File: config.mk
export PLATFORM = sky130hd
export DESIGN_NAME = paddle_update_sched
export DESIGN_NICKNAME = d
export VERILOG_FILES = /design/src/rtl/paddle_update_sched.sv
export SDC_FILE = /design/constraint.sdc
export NUM_CORES = 1
export LEC_CHECK = 0
export CORE_MARGIN = 5
export CORE_UTILIZATION = 50
export DETAILED_ROUTE_END_ITERATION = 8
export HOLD_SLACK_MARGIN = 0.03
export PLACE_DENSITY = 0.72
export SLEW_MARGIN = 40
export SYNTH_ARGS = -nofsm -noshare
export SYNTH_HDL_FRONTEND = slang
export SYNTH_SLANG_ARGS = --single-unit
File: constraint.sdc
create_clock -name clk -period 6.7 [get_ports clk]
set_input_delay 1.34 -clock clk [delete_from_list [all_inputs] [get_ports clk]]
set_output_delay 1.34 -clock clk [all_outputs]
set_load 0.05 [all_outputs]
File: src/rtl/paddle_update_sched.sv
// paddle_update_sched: frame-synchronous position update for both Pong paddles.
// One step/clamp unit is time-shared between the two players (UPD0 then UPD1);
// results land in shadow registers and both coordinates commit together in COMMIT,
// so the renderer never observes a half-updated pair.
//
// Handshake: frame_tick is a one-cycle request accepted only in IDLE with freeze=0;
// busy is high from the cycle after acceptance until the commit cycle inclusive,
// upd_done pulses for exactly that commit cycle, and ticks seen while busy are dropped.
module paddle_update_sched #(
    parameter int COORD_W  = 9,
    parameter int MAX_Y    = 480,
    parameter int PADDLE_H = 64,
    parameter int STEP     = 4,
    parameter int INIT_Y   = 208
) (
    input  logic               clk,
    input  logic               reset,
    input  logic               frame_tick,
    input  logic               freeze,
    input  logic               up0,
    input  logic               down0,
    input  logic               up1,
    input  logic               down1,
    output logic [COORD_W-1:0] coord0,
    output logic [COORD_W-1:0] coord1,
    output logic               busy,
    output logic               upd_done
);

    localparam logic [COORD_W-1:0] STEP_N  = COORD_W'(STEP);
    localparam logic [COORD_W-1:0] LIMIT_N = COORD_W'(MAX_Y - PADDLE_H);
    localparam logic [COORD_W:0]   STEP_W  = (COORD_W+1)'(STEP);
    localparam logic [COORD_W:0]   LIMIT_W = (COORD_W+1)'(MAX_Y - PADDLE_H);
    localparam logic [COORD_W-1:0] INIT_N  = COORD_W'(INIT_Y);

    typedef enum logic [1:0] {
        IDLE   = 2'd0,
        UPD0   = 2'd1,
        UPD1   = 2'd2,
        COMMIT = 2'd3
    } state_t;

    // state is left as a plain named signal so checkers can bind to it
    state_t state;
    state_t state_next;

    logic               req_up0, req_down0, req_up1, req_down1;
    logic [COORD_W-1:0] shadow0, shadow1;

    // shared unit operands and result
    logic [COORD_W-1:0] unit_y;
    logic               unit_up, unit_down;
    logic [COORD_W-1:0] unit_diff;
    logic [COORD_W:0]   unit_sum;
    logic [COORD_W-1:0] unit_result;

    // State register; reset aborts any sequence in flight.
    always_ff @(posedge clk) begin
        if (reset) state <= IDLE;
        else       state <= state_next;
    end

    // Next-state decode plus busy/upd_done, both pure functions of the current state.
    always_comb begin
        state_next = state;
        busy       = 1'b0;
        upd_done   = 1'b0;
        case (state)
            IDLE: begin
                if (frame_tick && !freeze) state_next = UPD0;
            end
            UPD0: begin
                busy       = 1'b1;
                state_next = UPD1;
            end
            UPD1: begin
                busy       = 1'b1;
                state_next = COMMIT;
            end
            COMMIT: begin
                busy       = 1'b1;
                upd_done   = 1'b1;
                state_next = IDLE;
            end
            default: state_next = IDLE;
        endcase
    end

    // Shared step/clamp unit: player 1 operands in UPD1, player 0 otherwise.
    always_comb begin
        unit_y      = (state == UPD1) ? shadow1   : shadow0;
        unit_up     = (state == UPD1) ? req_up1   : req_up0;
        unit_down   = (state == UPD1) ? req_down1 : req_down0;
        unit_diff   = unit_y - STEP_N;
        unit_sum    = {1'b0, unit_y} + STEP_W;
        unit_result = unit_y;
        if (unit_up && !unit_down) begin
            unit_result = (unit_y < STEP_N) ? '0 : unit_diff;
        end else if (unit_down && !unit_up) begin
            unit_result = (unit_sum > LIMIT_W) ? LIMIT_N : unit_sum[COORD_W-1:0];
        end
    end

    // Datapath: latch requests at the tick, compute each shadow in turn, commit both at once.
    always_ff @(posedge clk) begin
        if (reset) begin
            coord0    <= INIT_N;
            coord1    <= INIT_N;
            shadow0   <= INIT_N;
            shadow1   <= INIT_N;
            req_up0   <= 1'b0;
            req_down0 <= 1'b0;
            req_up1   <= 1'b0;
            req_down1 <= 1'b0;
        end else begin
            case (state)
                IDLE: begin
                    if (frame_tick && !freeze) begin
                        req_up0   <= up0;
                        req_down0 <= down0;
                        req_up1   <= up1;
                        req_down1 <= down1;
                        shadow0   <= coord0;
                        shadow1   <= coord1;
                    end
                end
                UPD0:    shadow0 <= unit_result;
                UPD1:    shadow1 <= unit_result;
                COMMIT: begin
                    coord0 <= shadow0;
                    coord1 <= shadow1;
                end
                default: ;
            endcase
        end
    end

endmodule
# == After elaboration in Yosys (flattened, before gate mapping) ==
# Cells that the tools add are included.
# op_classes
addsub,2
n_lt_le_gt_ge,2
eq_ne,4
n_mux,15
n_reduce_logical,13
# ops
cell,n
$mux W9,7
$pmux W9 S2,2
$add A9 B3 Y10 const B,1
$gt A10 B9 Y1 const B,1
$lt A9 B3 Y1 const B,1
$sub A9 B3 Y9 const B,1
$pmux W2 S4,1
$reduce_and A2 Y1,3
$eq A2 B2 Y1 const B,2
$mux W1,4
$reduce_bool A2 Y1,2
$logic_and A1 B1 Y1,3
$logic_not A1 Y1,3
$reduce_or A3 Y1,1
$eq A2 B1 Y1 const B,1
$logic_not A2 Y1,1
$mux W2,1
$ne A2 B2 Y1 const B,1
# totals
register_bits,42
word_cells,45

# == Logic depth before layout (Yosys ltp) ==
# Gate-level depths: netlist of the first run.
# logic_depth
word_depth,8
depth_mapped,15
mapped_depth_nobuf,11

# == Worst setup path after synthesis of the first run ==
# OpenSTA, ideal clock, no wires.
# synth_path
path_type,reg-to-reg
from,register state[0]
to,register shadow1[0]
t_arrival_ns,3.158
required_time_ns,6.564
path_slack_ns,3.406
stages_incl_launch_ff,15
n_path_buf,4
period_less_slack_ns,3.294
path_cell_list,dfxtp_1 inv_1 ha_1 buf_6 buf_4 buf_6 buf_2 mux2_2 ha_1 and3b_1 o21ai_0 a41oi_1 a221o_1 a221oi_2 o32ai_1
# synth_via
elab_chain_len,8
elab_cells_between_ends,21
# synth_lines
element,line,text
start: declaration,44,state_t state;
start signal: assignment,60,else state <= state_next;
$eq A2 B2 Y1,--,
$mux W9,91,unit_y = (state == UPD1) ? shadow1 : shadow0;
$add A9 B3 Y10,95,"unit_sum = {1'b0, unit_y} + STEP_W;"
$gt A10 B9 Y1,100,unit_result = (unit_sum > LIMIT_W) ? LIMIT_N : unit_sum[COORD_W-1:0];
$mux W9,100,
$mux W9,99,end else if (unit_down && !unit_up) begin
$mux W9,97,if (unit_up && !unit_down) begin
$pmux W9 S2,116,case (state)
end signal: assignment,124,shadow1 <= coord1;
end signal: assignment,128,UPD1: shadow1 <= unit_result;
end: declaration,48,"logic [COORD_W-1:0] shadow0, shadow1;"
# Parallel ways exist; a longest one is shown, timed or not.
# A chain may end at the register's enable or synchronous reset.

# == Worst setup path after layout of the first run ==
# layout_path
from,register state[0]
to,output upd_done
# layout_via
elab_chain_len,2
# layout_lines
element,line,text
$eq A2 B2 Y1,68,case (state)
$mux W1,68,
end: declaration,27,output logic upd_done
# Every way passes these cells.

==> results of run 1 <==
-- layer usage --
metal	vias to the layer above	global-route usage	share of wire
met2	122	0.334	0.46
met3	14	0.0464	0.077
met5	-	0	0
met1	1237	0.296	0.45
li1	1260	-	-
met4	0	0.0526	0.017
-- cell families (layout without fill, tap and decap cells) --
group,after synthesis,after routing,synth area share
DFF,42,42,0.312
and+or+nand+nor,118,118,0.243
muxes,28,28,0.108
AOI/OAI and AO/OA,94,94,0.249
adders and majority gates,7,7,0.0325
buffers and inverters,27,48,0.0464
xor gates and xnor gates,3,3,0.00974
-- final timing paths --
check | end | depth (start not counted) | slack [ns]
max reg2reg | shadow1[2]$_SDFFE_PP0P_ | 12 | 3.16
min | coord1[8]$_SDFFE_PP0P_ | 2 | 0.52
min reg2reg | coord1[8]$_SDFFE_PP0P_ | 2 | 0.52
max | upd_done | 2 | 3.15
-- where the power goes --
group / internal, mW / switching, mW
registers: 0.278 / 0.0411
logic: 0.141 / 0.278
clock network: 0.0732 / 0.0900
-- registers in the layout (all words and copies together), names as in the netlist --
register	flops
shadow0	9
req_up0	1
state	2
shadow1	9
req_down1	1
req_down0	1
coord1	9
coord0	9
req_up1	1
-- worst register-to-register path: stages (launching register included) --
cell	delay, ns
dfxtp_1	0.35
inv_1	0.12
ha_1	0.15
buf_4	0.41
mux2i_1	0.40
inv_1	0.08
ha_1	0.28
and3b_1	0.19
o21ai_0	0.14
a41oi_1	0.18
a221o_1	0.48
a22oi_1	0.45
a311oi_1	0.16
-- cell type report --
| type | count | area share |
|---|---|---|
| Tap cell | 70 | 0.0284 |
| Inverter | 11 | 0.0134 |
| Multi-Input combinational cell | 250 | 0.563 |
| Clock inverter | 3 | 0.00691 |
| Sequential cell | 42 | 0.273 |
| Clock buffer | 5 | 0.0223 |
| Timing Repair Buffer | 29 | 0.0926 |
-- cell usage in the layout (no fill, tap or decap), types with 6 or more instances in the layout --
cell type        count
and3_1              14
mux2i_1             23
a31oi_1              7
dfxtp_1             42
nor2_1              28
a211o_1              7
inv_1               11
o21ai_0              8
nor3_1               8
a21oi_1             19
nand3b_1             7
nand2_1             18
ha_1                 6
clkdlybuf4s50_1     27
nor2b_1              9
-- through the flow --
stage	area [um^2]	setup slack [ns]	std cells	hold WS, ns
2_1_floorplan	2700	3.41	319	0.469
3_3_place_gp	2990	3.11	402	0.495
3_5_place_dp	2990	3.06	402	0.507
4_1_cts	3080	3.15	410	0.528
5_1_grt	3080	2.91	410	0.555
6_report	3080	3.15	410	0.523
==> results.ini, run 1 <==
[run_status]
outcome=complete, no violations

[placement]
place_hpwl_mm=5.49
portBuffers=27
gp_congestion=1.05

[routing]
dr.pass1.iters=6
drcViolationCount=0
drt.antenna.violating_nets=0
via_count=2633
drt_iter0_markers=341
wl_per_cell_um=18.4
vias_per_cell=6.42
finalWirelength_mm=7.55

[finish]
nNetsFinal=354
area_delta_synth_final_pct=14.1
multiInputGateArea_um2=1730
drive_gt1_frac=0.0706
antennaDiodeCount=0
final_core_utilization=0.595
fillers=457
seqCellArea_um2=841

[clocking]
clock_latency_ns=0.29
post_cts_buffers=0
cts_inserted_buffers=5
path_clk_slew_ns=0.08
ctsResizeCount=0
htreeDepth=2
cts-root-buf=clkbuf_8
cts_tree=yes
postCtsHoldBufs=0
cts_buffer_depth=2
clock-sinks=42

[synthesis]
syn-num-nets=334
synth_edf_count=0
ys_seq_elements=42
ys_warn_count=0
syn_inst=319
synth_common_cells=42 x dfxtp_1, 28 x nor2_1, 23 x mux2i_1, 19 x a21oi_1, 18 x nand2_1
synth-async-reset-ratio=0
yosysMostFrequentCell=dfxtp_1
synthTopCellsByArea=dfxtp_1 31%, mux2i_1 8.5%, nor2_1 3.9%
synth_area_um2=2700
avgSynthCellArea_um2=8.46
yosysSeqAreaShare=0.312
yosys.area.top_type=dfxtp_1
yosysUniqueCellTypes=59
synth_top_area_share=0.312
synth_flop_cell=dfxtp_1

[worst_setup_path]
cpPeakStageDelay_ns=0.92
path_cells=ha_2 > clkdlybuf4s50_1
critPathBufInv=1
worst_setup_path_end_kind=primary output
crit_fanout=25
cp_slowest_cell=clkdlybuf4s50_1
reg2reg_from=state[0]$_SDFFE_PP0P_
crit_path_start=state[0]$_SDFFE_PP0P_
path_class=register to primary output
cp.required_ns=5.36
start_kind=register
cp.arrival_ns=2.21
crit_family=buffers and inverters

[floorplanning]
die_x_um=83.5
rows=26
ios=28
start_util=0.522
coreArea_um2=5170
dieHeight_um=83.5
dieArea_um2=6960

[sta]
slew_viol_final=0
clock_skew_ns=0.00412
period_needed_ns=3.55
setup-tns-final_ns=0
timing.fmax_mhz=282
hold_viol_final=0
rsz0062_at_grt=false
setup_viol=0
tightestPinTransition_ns=0.792
max-slew-margin-rel=0.471
post-route-period-util=0.530

[power_and_ir_drop]
finalPower_uw=900
powerDensity_nw_per_um2=292
irDropWorstVdd_v=0.000284
p_leak_nw=1.12

[job]
maxCapViolCount=0

[global_routing]
grt_pass1_wl_mm=12.3
grt_pass1_vias=2369
grt_antenna_before_repair=0
gr-usage-all-layers=0.213
overflow=0
grt_max_degree=49

[hold_path]
worstHoldStart=coord1[8]$_SDFFE_PP0P_
min_path_type=register to register

Note: power is estimated with default switching activity, not from simulation.
==> inputs of run 2 (changes only) <==
PLACE_DENSITY = 0.74   (was 0.72)
clock period = 2.95 ns   (was 6.7 ns; I/O delays follow)
==> run 2 against run 1 <==
Critical path depth rose by 9. Non-clock buffer count up 14. Die area is the same. Combinational power rose to 2.6 times the previous value. Total power increased by 140%. Clock power rose by 130%. Flip-flop and latch count is the same. First-iteration DRC count shrank 13%. Clock skew increased by 0.0061 ns. Sequential power is 130% higher. Clock-buffer cell count rose by 1.
==> results.ini, run 2 (same netlist as run 1, synthesis figures left out) <==
[placement]
gp_congestion=0.969
portBuffers=27
placedCellCount=416
place_hpwl_mm=5.80
pre_cts_ws_ns=0.104

[worst_setup_path]
start_kind=register
path_class=register to register
reg2reg_depth=11
crit_cells=11
cp_slowest_cell=a221o_1
crit_fanout=12
crit_top_cell=ha_4
cpPeakStageDelay_ns=0.46
cp.required_ns=3.13
worst_setup_path_end_kind=register
critPathBufInv=2
path_cells=inv_2 > ha_4 > mux2i_2 > inv_1 > ha_4 > and3b_1 > o21ai_1 > a41oi_2 > a221o_1 > a221oi_4 > o32ai_1
cp.arrival_ns=3.02
crit_family=compound AO/OA/AOI/OAI gates

[floorplanning]
start_util=0.522
coreArea_um2=5170
die_x_um=83.5
dieArea_um2=6960
dieHeight_um=83.5
ios=28
rows=26

[clocking]
clock-sinks=42
clock_latency_ns=0.30
postCtsHoldBufs=0
cts_buffer_depth=2
cts-root-buf=clkbuf_8
path_clk_slew_ns=0.08
cts_tree=yes
cts_inserted_buffers=5
htreeDepth=2

[sta]
holdWs_ns=0.518
timing.fmax_mhz=352
max-slew-margin-rel=0.534
setup-tns-final_ns=0
slew_viol_final=0
clock_skew_ns=0.0102
setup_viol=0
hold_viol_final=0
layout_setup_ws_ns=0.112
post-route-period-util=0.962
tightestPinTransition_ns=0.695
period_needed_ns=2.84

[global_routing]
grt_pass1_wl_mm=13.0
grt_antenna_before_repair=0
overflow=0
gr-usage-all-layers=0.226
grt_max_degree=49
grt_pass1_vias=2417

[finish]
mostFrequentLayoutCell=dfxtp_1
multiInputGateArea_um2=1790
nNetsFinal=368
antennaDiodeCount=0
final_cell_mix=41 x dfxtp_1, 28 x nor2_1, 26 x clkdlybuf4s50_1, 22 x mux2i_1, 19 x a21oi_1
final_cells=424
fillers=450
seqCellArea_um2=842
area_delta_synth_final_pct=20.2
drive_gt1_frac=0.124

[routing]
drt_iter0_markers=296
vias_per_cell=6.33
drcViolationCount=0
dr.pass1.iters=5
drt.antenna.violating_nets=0
finalWirelength_mm=7.99
wl_per_cell_um=18.8
via_count=2685

[power_and_ir_drop]
irDropWorstVdd_v=0.000870
p_leak_nw=1.24
powerDensity_nw_per_um2=674
finalPower_mw=2.19

[hold_path]
min_path_type=register to register
hold_depth=2

[job]
maxCapViolCount=0

[run_status]
outcome=complete, no violations

-- run 2: cell count changes in the layout (fill, tap and decap cells not counted), moves of 2 or more --
cell,previous run,this run
ha_4,0,2
buf_4,2,16
o21ai_1,3,5
o21ai_0,8,6
-- run 2: worst paths after layout --
check	from	end	slack (ns)
worst min-delay path	coord1[1]$_SDFFE_PP0P_	coord1[1]$_SDFFE_PP0P_	0.52
worst max register to register	state[0]$_SDFFE_PP0P_	shadow1[1]$_SDFFE_PP0P_	0.11
worst max-delay path	state[0]$_SDFFE_PP0P_	shadow1[1]$_SDFFE_PP0P_	0.11
worst min register to register	coord1[1]$_SDFFE_PP0P_	coord1[1]$_SDFFE_PP0P_	0.52
-- run 2: timing repair --
action	4_1_cts	5_1_grt
endpoints found under the setup margin	0	5
buffers inserted	0	0
gates resized for setup	0	2
-- run 2: power by group --
part	leakage [nW]	switching [mW]	internal (mW)	total [mW]
Sequential	0.341	0.101	0.633	0.734
Combinational	0.853	0.677	0.400	1.08
Clock	0.0452	0.209	0.167	0.376
Total	1.24	0.987	1.20	2.19
-- run 2: routing by layer --
metal  up-vias  global-route usage  routed length [um]
met5         -                   0                   0
met4         0              0.0643                 119
met3        15              0.0346                 544
met2       138               0.339                3630
met1      1252               0.335                3690
li1       1280                   -                   -
-- run 2: cell type report --
type	instances	area share
tap	70	0.0270
clock inverter	2	0.00424
inverter	11	0.0127
sequential	42	0.260
clock buffer	6	0.0224
multi-input combinational	250	0.551
timing repair buffer	43	0.123
-- run 2: metrics by stage --
step / area [um^2] / utilization
2_1_floorplan: 2750 / -
3_3_place_gp: 3140 / 0.608
3_5_place_dp: 3140 / 0.608
4_1_cts: 3230 / 0.624
5_1_grt: 3240 / 0.627
6_report: 3240 / 0.627
-- run 2: tightest hold or removal path: cells and delay by family (launching register included) --
family        cells  cell delay, ns
flops             1            0.35
mux               1            0.07
simple gates      1            0.07
